--- src/rtl/access_pkg.sv ---
// Shared definitions for the parking gate access path: keypad codes, PIN
// geometry shared with the access FSM, and the PIN collector state encoding.
package access_pkg;

  localparam int PIN_DIGITS = 4;
  localparam int PIN_W      = PIN_DIGITS * 4;

  localparam logic [3:0] KEY_CLEAR     = 4'hA;
  localparam logic [3:0] KEY_ENTER     = 4'hB;
  localparam logic [3:0] KEY_BACKSPACE = 4'hC;

  typedef enum logic [1:0] {
    ST_IDLE    = 2'd0,
    ST_COLLECT = 2'd1,
    ST_PRESENT = 2'd2
  } collect_state_t;

  // 0x0-0x9 are digits; everything above is a command or an ignored code.
  function automatic logic is_digit(input logic [3:0] code);
    return code <= 4'd9;
  endfunction

endpackage

--- src/rtl/pin_inactivity_timer.sv ---
// Idle-cycle counter for the PIN collector.
//   clock, reset : rising-edge clock, synchronous active-low reset
//   enable       : counting allowed (collector is in COLLECT); low holds 0
//   clear        : restart from 0 this cycle (key accepted or abort)
//   expire       : combinational, high in the cycle the count sits at
//                  TIMEOUT_CYCLES-1 with no clear; the counter restarts too
module pin_inactivity_timer #(
  parameter int TIMEOUT_CYCLES = 1024
) (
  input  logic clock,
  input  logic reset,
  input  logic enable,
  input  logic clear,
  output logic expire
);

  localparam int CW = (TIMEOUT_CYCLES > 2) ? $clog2(TIMEOUT_CYCLES) : 1;
  localparam logic [CW-1:0] LAST = CW'(TIMEOUT_CYCLES - 1);

  logic [CW-1:0] count;

  // A clear in the expiry cycle wins, so a late key keeps the entry alive.
  assign expire = enable && !clear && (count == LAST);

  always_ff @(posedge clock) begin
    if (!reset || !enable || clear || expire) count <= '0;
    else                                      count <= count + 1'b1;
  end

endmodule

--- src/rtl/pin_keypad_collector.sv ---
// Keypad PIN collector: assembles BCD digits into a packed PIN (first digit
// in the top nibble) and offers it to the access controller with valid/ack.
//   clock, reset      : rising-edge clock, synchronous active-low reset
//   key_valid/ready   : keycode handshake from the keypad scanner
//   key_code          : 0-9 digit, A clear, B enter, C backspace, D-F ignored
//   abort             : controller discards entry, back to IDLE
//   pin, pin_valid    : offered PIN, held stable while pin_valid
//   pin_ack           : controller consumed the PIN
//   digit_count       : digits currently held
//   entry_error       : one-cycle pulse, bad ENTER or digit overflow
//   entry_timeout     : one-cycle pulse, partial entry dropped for inactivity
module pin_keypad_collector
  import access_pkg::*;
#(
  parameter int DIGITS         = PIN_DIGITS,
  parameter int TIMEOUT_CYCLES = 1024
) (
  input  logic                  clock,
  input  logic                  reset,
  input  logic                  key_valid,
  input  logic [3:0]            key_code,
  output logic                  key_ready,
  input  logic                  abort,
  output logic [DIGITS*4-1:0]   pin,
  output logic                  pin_valid,
  input  logic                  pin_ack,
  output logic [2:0]            digit_count,
  output logic                  entry_error,
  output logic                  entry_timeout
);

  localparam int         W    = DIGITS * 4;
  localparam logic [2:0] FULL = 3'(DIGITS);

  collect_state_t state_q, state_d;
  logic [W-1:0]   pin_q, pin_d;
  logic [2:0]     count_q, count_d;
  logic           err_d, tmo_d;
  logic           key_accept;
  logic           expire;

  assign key_ready  = (state_q != ST_PRESENT);
  assign key_accept = key_valid && key_ready;

  pin_inactivity_timer #(
    .TIMEOUT_CYCLES(TIMEOUT_CYCLES)
  ) u_timer (
    .clock (clock),
    .reset (reset),
    .enable(state_q == ST_COLLECT),
    .clear (key_accept || abort),
    .expire(expire)
  );

  always_ff @(posedge clock) begin
    if (!reset) begin
      state_q       <= ST_IDLE;
      pin_q         <= '0;
      count_q       <= '0;
      entry_error   <= 1'b0;
      entry_timeout <= 1'b0;
    end else begin
      state_q       <= state_d;
      pin_q         <= pin_d;
      count_q       <= count_d;
      entry_error   <= err_d;
      entry_timeout <= tmo_d;
    end
  end

  // Priority: abort > key > timeout. pin is always 0 in IDLE, so the first
  // digit can be loaded directly.
  always_comb begin
    state_d = state_q;
    pin_d   = pin_q;
    count_d = count_q;
    err_d   = 1'b0;
    tmo_d   = 1'b0;
    if (abort) begin
      state_d = ST_IDLE;
      pin_d   = '0;
      count_d = '0;
    end else begin
      case (state_q)
        ST_IDLE: begin
          if (key_accept) begin
            if (is_digit(key_code)) begin
              pin_d   = W'(key_code);
              count_d = 3'd1;
              state_d = ST_COLLECT;
            end else if (key_code == KEY_ENTER) begin
              err_d = 1'b1;
            end
          end
        end
        ST_COLLECT: begin
          if (key_accept) begin
            if (is_digit(key_code)) begin
              if (count_q < FULL) begin
                pin_d   = (pin_q << 4) | W'(key_code);
                count_d = count_q + 3'd1;
              end else begin
                err_d = 1'b1;
              end
            end else begin
              case (key_code)
                KEY_CLEAR: begin
                  pin_d   = '0;
                  count_d = '0;
                  state_d = ST_IDLE;
                end
                KEY_BACKSPACE: begin
                  pin_d   = pin_q >> 4;
                  count_d = count_q - 3'd1;
                  if (count_q == 3'd1) state_d = ST_IDLE;
                end
                KEY_ENTER: begin
                  if (count_q == FULL) begin
                    state_d = ST_PRESENT;
                  end else begin
                    err_d   = 1'b1;
                    pin_d   = '0;
                    count_d = '0;
                    state_d = ST_IDLE;
                  end
                end
                default: ;  // D-F: consumed, only restarts the timer
              endcase
            end
          end else if (expire) begin
            tmo_d   = 1'b1;
            pin_d   = '0;
            count_d = '0;
            state_d = ST_IDLE;
          end
        end
        ST_PRESENT: begin
          if (pin_ack) begin
            pin_d   = '0;
            count_d = '0;
            state_d = ST_IDLE;
          end
        end
        default: begin
          pin_d   = '0;
          count_d = '0;
          state_d = ST_IDLE;
        end
      endcase
    end
  end

  assign pin         = pin_q;
  assign pin_valid   = (state_q == ST_PRESENT);
  assign digit_count = count_q;

endmodule

--- config.mk ---
export PLATFORM = sky130hd
export DESIGN_NAME = pin_keypad_collector
export DESIGN_NICKNAME = d
export VERILOG_FILES = /design/src/rtl/access_pkg.sv /design/src/rtl/pin_inactivity_timer.sv /design/src/rtl/pin_keypad_collector.sv
export SDC_FILE = /design/constraint.sdc
export NUM_CORES = 1
export LEC_CHECK = 0
export BUFFER_PORTS_ARGS = -buffer_cell sky130_fd_sc_hd__buf_2
export CAP_MARGIN = 5
export CORE_ASPECT_RATIO = 0.5
export CORE_UTILIZATION = 31
export DETAILED_ROUTE_END_ITERATION = 6
export GPL_ROUTABILITY_DRIVEN = 1
export SYNTH_ARGS = -nofsm -noshare
export SYNTH_HDL_FRONTEND = slang
export SYNTH_SLANG_ARGS = --single-unit
--- constraint.sdc ---
create_clock -name clock -period 2.8 [get_ports clock]
set_input_delay 0.28 -clock clock [delete_from_list [all_inputs] [get_ports clock]]
set_output_delay 0.28 -clock clock [all_outputs]
set_load 0.005 [all_outputs]
# After elaboration in Yosys (flattened, before gate mapping)
# Cells that the tools add are included.
dict set report word_totals {
  inputBits 9
  out_inout_bits 23
  word_cells 88
  ff_bits 33
}
dict set report classes {
  n_addsub 3
  n_lt_le_gt_ge 2
  reduce_logical 15
  eq_ne 19
  mux 40
  n_bitwise 3
}
# op count
set ops {}
lappend ops {{$mux W16} 8}
lappend ops {{$pmux W16 S3} 2}
lappend ops {{$mux W3} 8}
lappend ops {{$pmux W3 S3} 2}
lappend ops {{$mux W2} 8}
lappend ops {{$or A16 B4 Y16} 1}
lappend ops {{$reduce_and A7 Y1} 2}
lappend ops {{$eq A4 B4 Y1 const B} 3}
lappend ops {{$pmux W2 S3} 2}
lappend ops {{$add A10 B1 Y10 const B} 1}
lappend ops {{$eq A10 B10 Y1 const B} 1}
lappend ops {{$ne A5 B5 Y1 const B} 2}
lappend ops {{$mux W1} 9}
lappend ops {{$ne A4 B4 Y1 const B} 2}
lappend ops {{$ne A2 B2 Y1 const B} 3}
lappend ops {{$ne A3 B3 Y1 const B} 2}
lappend ops {{$ne A6 B6 Y1 const B} 1}
lappend ops {{$le A4 B4 Y1 const B} 1}
lappend ops {{$logic_or A1 B1 Y1} 4}
lappend ops {{$reduce_or A4 Y1} 1}
lappend ops {{$add A3 B1 Y3 const B} 1}
lappend ops {{$eq A3 B1 Y1 const B} 1}
lappend ops {{$eq A3 B3 Y1 const B} 1}
lappend ops {{$logic_and A1 B1 Y1} 3}
lappend ops {{other kinds (10)} 13}

# Depth between registers and ports, before layout
dict set report logic_depth {
  ltp_word 9
  depth_mapped 9
  ltp_nobuf 7
}

# Hierarchy
# From an unflattened synthesis, not the netlist that was laid out.
dict set report unflattened {
  cells_unflattened 213
  hier_area_um2 1851.8
}
# module seq_area_each_um2 area_each_um2 cells_per_inst n_inst
set by_module_without_submodules {}
lappend by_module_without_submodules {pin_keypad_collector 460.4 1401.3 161 1}
lappend by_module_without_submodules {pin_inactivity_timer 200.2 450.4 52 1}

# Least setup slack after synthesis
# No wires, ideal clock.
dict set report synth_timing {
  path_kind {register to register}
  startpoint {register count_q[0], in the netlist digit_count[0]}
  endpoint {register pin_q[0], in the netlist pin[0]}
  setup_time_ps 132
  arrival_time_ps 1731
  required_time_ps 2668
  n_path_buf 1
  setup_slack_ps 937
  period_less_slack_ps 1863
  stages_incl_launch_ff 9
  cell_sequence {dfxtp_1 > inv_1 > ha_1 > a22o_1 > a221oi_2 > o221ai_2 > buf_6 > a311oi_1 > a211oi_2}
}
dict set report synth_between {
  elab_chain_len 3
  word_cells_on_any_way 5
  classes_between {order compare: 1; eq/ne: 3; reduce/logical: 1}
}
# element line
set synth_lines {}
lappend synth_lines {{from (decl)} pin_keypad_collector.sv:37} ;# logic [2:0] count_q, count_d;
lappend synth_lines {{from (signal assigned)} pin_keypad_collector.sv:65} ;# count_q <= count_d;
lappend synth_lines {{$lt A3 B3 Y1 / $eq A3 B3 Y1 (equally long branches)} {pin_keypad_collector.sv:99, pin_keypad_collector.sv:118}}
lappend synth_lines {{$ne A4 B4 Y1 (no source line) / $ne A5 B5 Y1 (equally long branches)} --}
lappend synth_lines {{$reduce_and A7 Y1 (no source line) (*)} --}
lappend synth_lines {{to (signal assigned)} pin_keypad_collector.sv:64} ;# pin_q <= pin_d;
lappend synth_lines {{to (decl)} pin_keypad_collector.sv:36} ;# logic [W-1:0] pin_q, pin_d;
# Every way passes the cells marked *; elsewhere a longest branch is shown, timed or not.
# A chain may end at the register's enable or synchronous reset.

# Worst setup path after layout
dict set report layout_timing {
  startpoint {register count_q[0], in the netlist digit_count[0]}
  endpoint {register pin_q[5], in the netlist pin[5]}
}
# The elaborated chain is that of the path after synthesis.

==> impl_metrics.tcl <==
set metrics [dict create \
    status "finished, final reports clean" \
    hp-class "primary input to flip-flop" \
    syn_to_final_growth_pct 16.0 \
    nNetsFinal 240 \
    cp.required_ns 2.94 \
    yosysWarnings 0 \
    dpl-instance-area_um2 1900 \
    vdd_drop_max_v 0.000160 \
    synth-edff-count 0 \
    power_density_nw_per_um2 462 \
    clock-sinks 33 \
    totalWireLength_um 3790 \
    fillers 522 \
    hold_viol 0 \
    grt_start_max_net_pins 24 \
    synth_top_family_by_area "compound AO/OA/AOI/OAI gates" \
    grtUsageMet2 0.234 \
    fp.dieH_um 54.5 \
    whs_endpoint "entry_timeout" \
    syn_inst 199 \
    path_clk_slew_ns 0.07 \
    post-place-ws_ns 0.628 \
    die-width_um 107 \
    cp_slowest_cell "dfxtp_1" \
    ys_ff_latch 33 \
    path_class "flip-flop to flip-flop" \
    r2r_start "digit_count[0]" \
    root_buffer "clkbuf_8" \
    grt_overflow 0 \
    fin_crit_ns 2.21 \
    wl_per_cell_um 12.8 \
    async_flop_share 0 \
    postCtsResizedCells 0 \
    worst_pin_slew_ns 0.804 \
    row_count 18 \
    crit_path_end_kind "flip-flop" \
    layout-drive-gt1-share 0.221 \
    synth_compound_area_frac 0.245 \
    power_frac_comb 0.090 \
    synthAdderAreaFrac 0.0366 \
    grt_use_total 0.143 \
    skew_ns 0.00395 \
    cts_hold_buf 0 \
    final_area_um2 1980 \
    syn_area_per_cell_um2 8.58 \
    rsz0062_at_grt "no" \
    synthXorXnorAreaFrac 0.0410 \
    worstPathArrival_ns 2.35 \
    r2r-end "pin[5]" \
    synthMuxAreaShare 0.0125 \
    grt_pass1_vias 1375 \
    yosysTopAreaCellShare 0.387 \
    globalplace.congestion 0.801 \
    cts_setup_buffers 0 \
    holdCritStartpoint "reset" \
    cts_inserted_buffers 5 \
    fin_tns_setup_ns 0 \
    p_sw_w 0.000219 \
    yosysSeqAreaShare 0.387 \
    drc 0 \
    seq_power_share 0.522 \
    met1_usage 0.180 \
    grt_pass1_wl_um 6350 \
    maxCapViolCount 0 \
    yosysUniqueCellTypes 44 \
    cts_max_path_buffers 2 \
    drv_slew 0 \
    firstDrtPassIters 4 \
    htree_levels 2 \
    crit_path_start_kind "flip-flop" \
    gr-usage-met3 0.0440 \
    cts_tree "yes" \
    r2r_setup_slack_ns 0.59 \
    maxSlewHeadroom 0.464 \
    whs_path_depth 2 \
    synthesis.nets 213 \
    switching_share 0.239 \
    netlist_area_um2 1710 \
    dp_cells 289 \
    io_buffers 31 \
    die-area_um2 5830 \
    setup_viol 0 \
    antenna_found_initial 0 \
    synthTopCellsByArea "dfxtp_1 39%, nor2_1 5.5%, nand3_1 3.8%" \
    fin_cells 296 \
    synthSimpleGateAreaFrac 0.210 \
    p_leak_nw 0.772 \
    r2r_cells 8 \
    core_um2 5110 \
    setup_ws_ns 0.591 \
    path_cells "inv_1 -> ha_1 -> a22o_1 -> a221oi_2 -> o221ai_2 -> buf_4 -> a2bb2oi_1 -> nor2_1" \
    yosysTopAreaCell "dfxtp_1" \
    min_period_over_period 0.789 \
    p_int_w 0.000698 \
    worstSkewPairLatency_ns 0.28 \
    synthFlopType "dfxtp_1" \
    initial_core_util 0.334 \
    via_per_inst 5.13 \
    crit_path_max_incr_delay_ns 0.41 \
    clkPwrFrac 0.389 \
    num_antenna_cells 0 \
    ant_nets 0 \
    num_io_pins 32 \
    critPathMaxFanout 23 \
    hpwlAfterDp_um 2710 \
    grt.busiest_layer "met2" \
    drt-initial-drc-count 70 \
    vias 1519 \
    fmax_mhz 453 \
]
## per-stage QoR
| step | power [W] | hold WS, ns | util |
|---|---|---|---|
| 2_1_floorplan | 0.000550 | 0.426 | - |
| 3_3_place_gp | 0.000569 | 0.444 | 0.371 |
| 3_5_place_dp | 0.000570 | 0.457 | 0.371 |
| 4_1_cts | 0.000931 | 0.242 | 0.388 |
| 5_1_grt | 0.000960 | 0.244 | 0.388 |
| 6_report | 0.000916 | 0.252 | 0.388 |
## worst max-delay path by stage
| stage | from | end | slack [ns] | depth (start not counted) |
|---|---|---|---|---|
| floorplan | digit_count[0] | pin[0] | 0.94 | 8 |
| global placement | digit_count[0] | pin[6] | 0.65 | 8 |
| detailed placement | digit_count[0] | pin[5] | 0.63 | 8 |
| CTS | digit_count[0] | pin[11] | 0.61 | 7 |
| global route | digit_count[0] | pin[11] | 0.41 | 7 |
| finish | digit_count[0] | pin[5] | 0.59 | 8 |
## cell usage in the layout, fill, tap and decap left out, drive strengths merged, types with 2 or more instances in the layout
cell | synthesis | routed
buf | 11 | 35
nor3 | 2 | 2
xnor2 | 3 | 3
nor2b | 2 | 2
o21ai | 9 | 9
a21oi | 7 | 7
ha | 5 | 5
a22o | 3 | 3
o41ai | 3 | 3
xor2 | 5 | 5
dfxtp | 33 | 33
o211ai | 2 | 2
a221oi | 2 | 2
clkbuf | 4 | 7
nand2 | 15 | 15
nor2 | 25 | 25
nand3b | 2 | 2
nand2b | 5 | 5
a22oi | 8 | 8
and3 | 6 | 6
nand4 | 3 | 3
o31ai | 3 | 3
a32oi | 2 | 2
nand3 | 13 | 13
a2bb2oi | 7 | 7
inv | 8 | 8
## per-layer routing
metal	share of wire	up-vias
met5	0	-
met4	0.0040	0
met3	0.047	2
met2	0.47	37
met1	0.48	712
li1	-	768
## area by class of cell
type / count / area [µm²] / area share
Inverter: 8 / 30.0 / 0.0152
Tap cell: 70 / 87.6 / 0.0442
Clock buffer: 7 / 86.3 / 0.0436
Multi-Input combinational cell: 143 / 932 / 0.470
Timing Repair Buffer: 35 / 185 / 0.0934
Sequential cell: 33 / 661 / 0.333
## critical path, delay by kind of cell (launching register included)
kind                     cells  cell delay [ns]
AO/OA/AOI/OAI                4             0.94
adder cells (fa/ha/maj)      1             0.25
buffers and inverters        2             0.40
flip-flops                   1             0.41
AND/OR/NAND/NOR              1             0.06
## logic make-up after synthesis
family                     after synthesis
muxes                                    2
buffers and inverters                   23
xor gates and xnor gates                 8
adders and majority gates                5
DFF                                     33
and+or+nand+nor                         76
AOI/OAI and AO/OA                       52
## registers in the layout, indices dropped and copies added, names as in the netlist
signal	flops
pin	16
entry_timeout	1
entry_error	1
state_q	2
u_timer.count	10
digit_count	3
## power groups by stage
| stage | logic, W | registers, W | clock network, W |
|---|---|---|---|
| after global placement | 0.0000807 | 0.000488 | 0 |
| final | 0.0000821 | 0.000478 | 0.000356 |
| after global routing | 0.0000914 | 0.000478 | 0.000391 |
| after detailed placement | 0.0000812 | 0.000488 | 0 |
| after CTS | 0.0000818 | 0.000478 | 0.000371 |
| after floorplan | 0.0000632 | 0.000486 | 0 |
## cells in the mapped netlist (4+ instances only)
library cell	count
dfxtp_1	33
nor2_1	25
nand2_1	15
nand3_1	13
a22oi_1	8
buf_2	8
inv_1	8
a2bb2oi_1	7
a21oi_1	6
and3_1	6
o21ai_1	6
ha_1	5
nand2b_1	5
xor2_1	5
clkbuf_1	4
(Power assumes the default switching activity.)
